$ cat config.mk
export PLATFORM = sky130hd
export DESIGN_NAME = mem_bus_interface
export DESIGN_NICKNAME = d
export VERILOG_FILES = /design/src/rtl/sayeh_pkg.sv /design/src/rtl/mem_bus_watchdog.sv /design/src/rtl/mem_bus_interface.sv
export SDC_FILE = /design/constraint.sdc
export NUM_CORES = 1
export LEC_CHECK = 0
export CAP_MARGIN = 20
export CELL_PAD_IN_SITES_DETAIL_PLACEMENT = 2
export CELL_PAD_IN_SITES_GLOBAL_PLACEMENT = 2
export CORE_ASPECT_RATIO = 2
export CORE_MARGIN = 2
export CORE_UTILIZATION = 29
export CTS_CLUSTER_DIAMETER = 80
export DETAILED_ROUTE_END_ITERATION = 7
export PLACE_DENSITY = 0.87
export REMOVE_ABC_BUFFERS = 1
export SLEW_MARGIN = 15
export SYNTH_ARGS = -nofsm -noshare
export SYNTH_HDL_FRONTEND = slang
export SYNTH_SLANG_ARGS = --single-unit
$ cat constraint.sdc
create_clock -name clk -period 2.4 [get_ports clk]
set_input_delay 0.24 -clock clk [delete_from_list [all_inputs] [get_ports clk]]
set_output_delay 0.24 -clock clk [all_outputs]
set_load 0.03 [all_outputs]
$ cat src/rtl/sayeh_pkg.sv
// Shared types and defaults for the SAYEH memory bus stage.
package sayeh_pkg;

  typedef enum logic [1:0] {
    IDLE   = 2'd0,
    ACCESS = 2'd1,
    DONE   = 2'd2
  } mem_state_t;

  localparam int ADDR_W_DEF      = 16;
  localparam int DATA_W_DEF      = 16;
  localparam int TIMEOUT_CYC_DEF = 15;

endpackage

$ cat src/rtl/mem_bus_watchdog.sv
// Access watchdog: counts un-acked ACCESS cycles and flags expiry.
// Only built when MEM_BUS_TIMEOUT_EN is defined.
`ifdef MEM_BUS_TIMEOUT_EN
module mem_bus_watchdog #(
  parameter int TIMEOUT_CYC = 15
) (
  input  logic clk,
  input  logic rst_n,
  input  logic clr,
  input  logic en,
  output logic expired
);

  localparam logic [7:0] LAST = 8'(TIMEOUT_CYC - 1);

  logic [7:0] cnt;

  always_ff @(posedge clk or negedge rst_n) begin
    if (!rst_n)   cnt <= '0;
    else if (clr) cnt <= '0;
    else if (en)  cnt <= cnt + 8'd1;
  end

  // Fires in the cycle whose increment would reach TIMEOUT_CYC, so mem_req
  // is held for exactly TIMEOUT_CYC cycles before the abort.
  assign expired = en && (cnt == LAST);

endmodule
`endif

$ cat src/rtl/mem_bus_interface.sv
// Memory-side req/ack stage behind the SAYEH addressing unit.
// Optional watchdog abort enabled by defining MEM_BUS_TIMEOUT_EN.
module mem_bus_interface
  import sayeh_pkg::*;
#(
  parameter int ADDR_W      = ADDR_W_DEF,
  parameter int DATA_W      = DATA_W_DEF,
  parameter int TIMEOUT_CYC = TIMEOUT_CYC_DEF
) (
  input  logic              clk,
  input  logic              rst_n,
  input  logic [ADDR_W-1:0] Address,
  input  logic [DATA_W-1:0] DataIn,
  input  logic              readMem,
  input  logic              writeMem,
  output logic [DATA_W-1:0] DataOut,
  output logic              memDataReady,
  output logic              busy,
  output logic              memError,
  output logic [ADDR_W-1:0] mem_addr,
  output logic [DATA_W-1:0] mem_wdata,
  output logic              mem_req,
  output logic              mem_we,
  input  logic [DATA_W-1:0] mem_rdata,
  input  logic              mem_ack
);

  mem_state_t state, state_nxt;
  logic accept, illegal, done_ok, timeout, expired;

`ifdef MEM_BUS_TIMEOUT_EN
  mem_bus_watchdog #(.TIMEOUT_CYC(TIMEOUT_CYC)) u_wdog (
    .clk     (clk),
    .rst_n   (rst_n),
    .clr     (accept),
    .en      ((state == ACCESS) && !mem_ack),
    .expired (expired)
  );
`else
  logic [7:0] unused_timeout;
  assign unused_timeout = 8'(TIMEOUT_CYC);
  assign expired        = 1'b0;
`endif

  always_ff @(posedge clk or negedge rst_n) begin
    if (!rst_n) state <= IDLE;
    else        state <= state_nxt;
  end

  always_comb begin
    state_nxt = state;
    accept    = 1'b0;
    illegal   = 1'b0;
    done_ok   = 1'b0;
    timeout   = 1'b0;
    case (state)
      IDLE: begin
        if (readMem ^ writeMem) begin
          accept    = 1'b1;
          state_nxt = ACCESS;
        end else if (readMem && writeMem) begin
          illegal = 1'b1;
        end
      end
      ACCESS: begin
        // ack takes priority over a simultaneous watchdog expiry
        if (mem_ack) begin
          done_ok   = 1'b1;
          state_nxt = DONE;
        end else if (expired) begin
          timeout   = 1'b1;
          state_nxt = DONE;
        end
      end
      DONE:    state_nxt = IDLE;
      default: state_nxt = IDLE;
    endcase
  end

  always_ff @(posedge clk or negedge rst_n) begin
    if (!rst_n) begin
      DataOut      <= '0;
      mem_addr     <= '0;
      mem_wdata    <= '0;
      mem_req      <= 1'b0;
      mem_we       <= 1'b0;
      memDataReady <= 1'b0;
      memError     <= 1'b0;
    end else begin
      memDataReady <= illegal | done_ok | timeout;
      if (accept) begin
        mem_addr  <= Address;
        mem_wdata <= DataIn;
        mem_we    <= writeMem;
        mem_req   <= 1'b1;
        memError  <= 1'b0;
      end
      if (illegal) memError <= 1'b1;
      if (done_ok) begin
        mem_req <= 1'b0;
        if (!mem_we) DataOut <= mem_rdata;
      end
      if (timeout) begin
        mem_req  <= 1'b0;
        memError <= 1'b1;
      end
    end
  end

  assign busy = (state != IDLE);

endmodule

==> metrics.md <==
| Metric | Value |
|---|---|
| Outcome | `finished, final reports clean` |
| Cell taking the most area after synthesis | `dfrtp_1` |
| LEAKAGE | `1.515 nW` |
| Crit path required time | `2.16 ns` |
| Sequential area share after synthesis | `0.5967` |
| Largest net degree at the start of global routing | `55` |
| Die Wd | `~66 um` |
| Crit-path max FO | `7` |
| Clock root buffer | `clkbuf_16` |
| Reg2Reg Depth | `4` |
| Register share of total power | `0.312` |
| Crit. End Element | `output port` |
| TritonCTS buffer count | `5` |
| DR DRC count | `0` |
| Finished Core Util | `0.4626` |
| Cell-by-cell trace of the critical path | `nor2_2, inv_1, clkdlybuf4s50_1` |
| Logic pwr share | `0.550` |
| CTS sink cnt | `54` |
| Critical path's slowest cell | `clkdlybuf4s50_1` |
| Top cell family by delay on the critical path | `buffers and inverters` |
| Post-layout min period | `1.833 ns` |
| DIE HEIGHT | `129.0 um` |
| Fin cells | `approximately 330` |
| Routed via count | `1452` |
| Slew HR | `0.5439` |
| FF-to-FF setup slack | `around 0.73 ns` |
| Clock-pin slew on the worst setup and hold paths | `0.07 ns` |
| Final Power | `5.379 mW` |
| Final WS setup | `~0.57 ns` |
| Overflow after GRT | `0` |
| Nets | `291` |
| Most frequent cells in the layout | `clkdlybuf4s50_1 (104), dfrtp_1 (54), mux2_4 (39)` |
| TritonCTS clock tree | `built` |
| Clock Latency Late Sink | `0.29 ns` |
| Post-synth top area share | `0.5967` |
| Post-CTS setup buffer count | `0` |
| Starting density of the core | `0.2979` |
| Peak VDD IR | `583.9 uV` |
| Filler cells | `733` |
| Max-cap violations | `0` |
| Hold Violations, Final | `0` |
| Final setup vio count | `0` |
| Overall die area | `8575 um2` |
| Synth Cell Area | `2265 um2` |
| DR iter-0 viols | `71` |
| Routed WL per cell | `around 17 um` |
| Commonest non-fill, non-tap cell in the layout | `clkdlybuf4s50_1` |
| R2R Path End | `mem_wdata[4]` |
| DPL Wire Length | `4.282 mm` |
| Antenna cell count | `0` |
| Drt via density | `4.373` |
| Placed inst area | `3361 um2` |
| Syn Inst Count | `around 130` |
| Startpoint types | `register` |
| RR Startpoint | `state[1]` |
| Skew final | `0.005144 ns` |
| Placer congestion estimate | `0.7223` |
| Multi-input gate area | `a little under 800 um2` |
| Resized Gates After CTS | `0` |
| CTS Buffer Depth | `2` |
| Switching portion of total power | `0.3863` |
| First-pass GRT wire length | `approximately 8.8 mm` |
| Final hold slack | `0.08129 ns` |
| Min-delay worst type | `in2async` |
| Design Area, Final | `roughly 3500 um2` |
| Worst Path Arrival | `~1.6 ns` |
| Register area | `1351 um2` |
| Clock group share of total power | `0.138` |
| Final period util | `0.7636` |
| I/O pins | `106` |
| Cts hold-fix bufs | `0` |
| Critical path type | `reg2out` |
| Sw Pwr | `2.078 mW` |
| Total Wirelength | `5.658 mm` |
| Pwr dens | `between 1500 and 2000 nW/um2` |
| # rows | `45` |
| Worst-Margin Slew | `0.6842 ns` |
| Distinct cell type count after synthesis | `16` |
| Dominant cells by area after synthesis | `dfrtp_1 (60%), mux2_4 (26%), mux2_2 (5.0%)` |
| Layout area overhead | `55.25%` |
| Placed Cells | `approximately 320` |
| Yosys Warn Count | `0` |
| Pre-Repair DR Iteration Count | `4` |
| TNS Setup | `0 ns` |
| H-tree Lvls | `2` |
| Fmax | `around 550 MHz` |
| Antenna violations before repair | `0` |
| Slew Limit Fails | `0` |
| Total GRT Usage | `0.1383` |
| Vias in the first global route | `1674` |
| Worst slack at placement | `around 0.36 ns` |
| Ratio of cells with drive above 1 in the final layout | `0.2731` |
| Antenna Nets Post-Route | `0` |
| Syn avg cell area | `17.69 um2` |
| FF+latch count, synth | `54` |
| Core area | `7601 um2` |
| Port Buffers | `105` |
| CP bufs+invs | `2` |
| Critical path's largest stage delay | `0.66 ns` |
| RSZ-0062 raised after global routing | `no` |
| Internal power | `approximately 3.3 mW` |
## layout make-up
class / count / area share
clock inverters: 2 / 0.004626
multi-input cells: 64 / 0.2263
flip-flops and latches: 54 / 0.3843
clock buffers: 6 / 0.03950
well taps: 94 / 0.03345
repair buffers: 108 / 0.3075
inverters: 4 / 0.004270
## power groups by stage
stage               logic, mW  registers, mW  clock network (mW)
global route             3.11           1.74               0.814
finish                   2.96           1.68               0.744
floorplan               0.885           2.53                   0
detailed placement       2.99           1.69                   0
CTS                      3.00           1.69               0.776
global placement         2.94           1.66                   0
## synthesized netlist by cell type (all sizes together)
master / n
dfrtp: 54
o21ai: 4
ha: 1
nand2b: 1
and2: 1
nor2: 3
nor3: 1
buf: 6
inv: 4
mux2: 49
a21oi: 2
nand2: 2
## sequential cells by signal, indices dropped and copies added (netlist names)
signal,flops
mem_req,1
memError,1
memDataReady,1
mem_wdata,16
mem_we,1
mem_addr,16
DataOut,16
state,2
## how the worst max path moves through the flow
| stage | from | to | slack, ns | cells past startpoint |
|---|---|---|---|---|
| 2_1_floorplan | mem_we | DataOut[0] | 0.71 | 2 |
| 3_3_place_gp | writeMem | mem_wdata[10] | 0.43 | 5 |
| 3_5_place_dp | writeMem | mem_addr[7] | 0.36 | 5 |
| 4_1_cts | state[1] | busy | 0.53 | 3 |
| 5_1_grt | state[1] | busy | 0.48 | 3 |
| 6_report | state[1] | busy | 0.57 | 3 |
## routing by layer
| metal | vias up | track usage | wire [um] |
|---|---|---|---|
| li1 | 650 | - | - |
| met1 | 725 | 0.1425 | 2016 |
| met2 | 68 | 0.2576 | 3216 |
| met3 | 9 | 0.03234 | 293 |
| met4 | 0 | 0.05762 | 131 |
| met5 | - | 0 | 0 |
## cell families after synthesis
kind of cell	Yosys count	share of synthesized area
multiplexers	49	0.3083
adder cells (fa/ha/maj)	1	0.005524
flip-flops	54	0.5967
buffers and inverters	10	0.05193
AO/OA/AOI/OAI	6	0.01326
AND/OR/NAND/NOR	8	0.02432
Power figures use the tool's default switching activity.
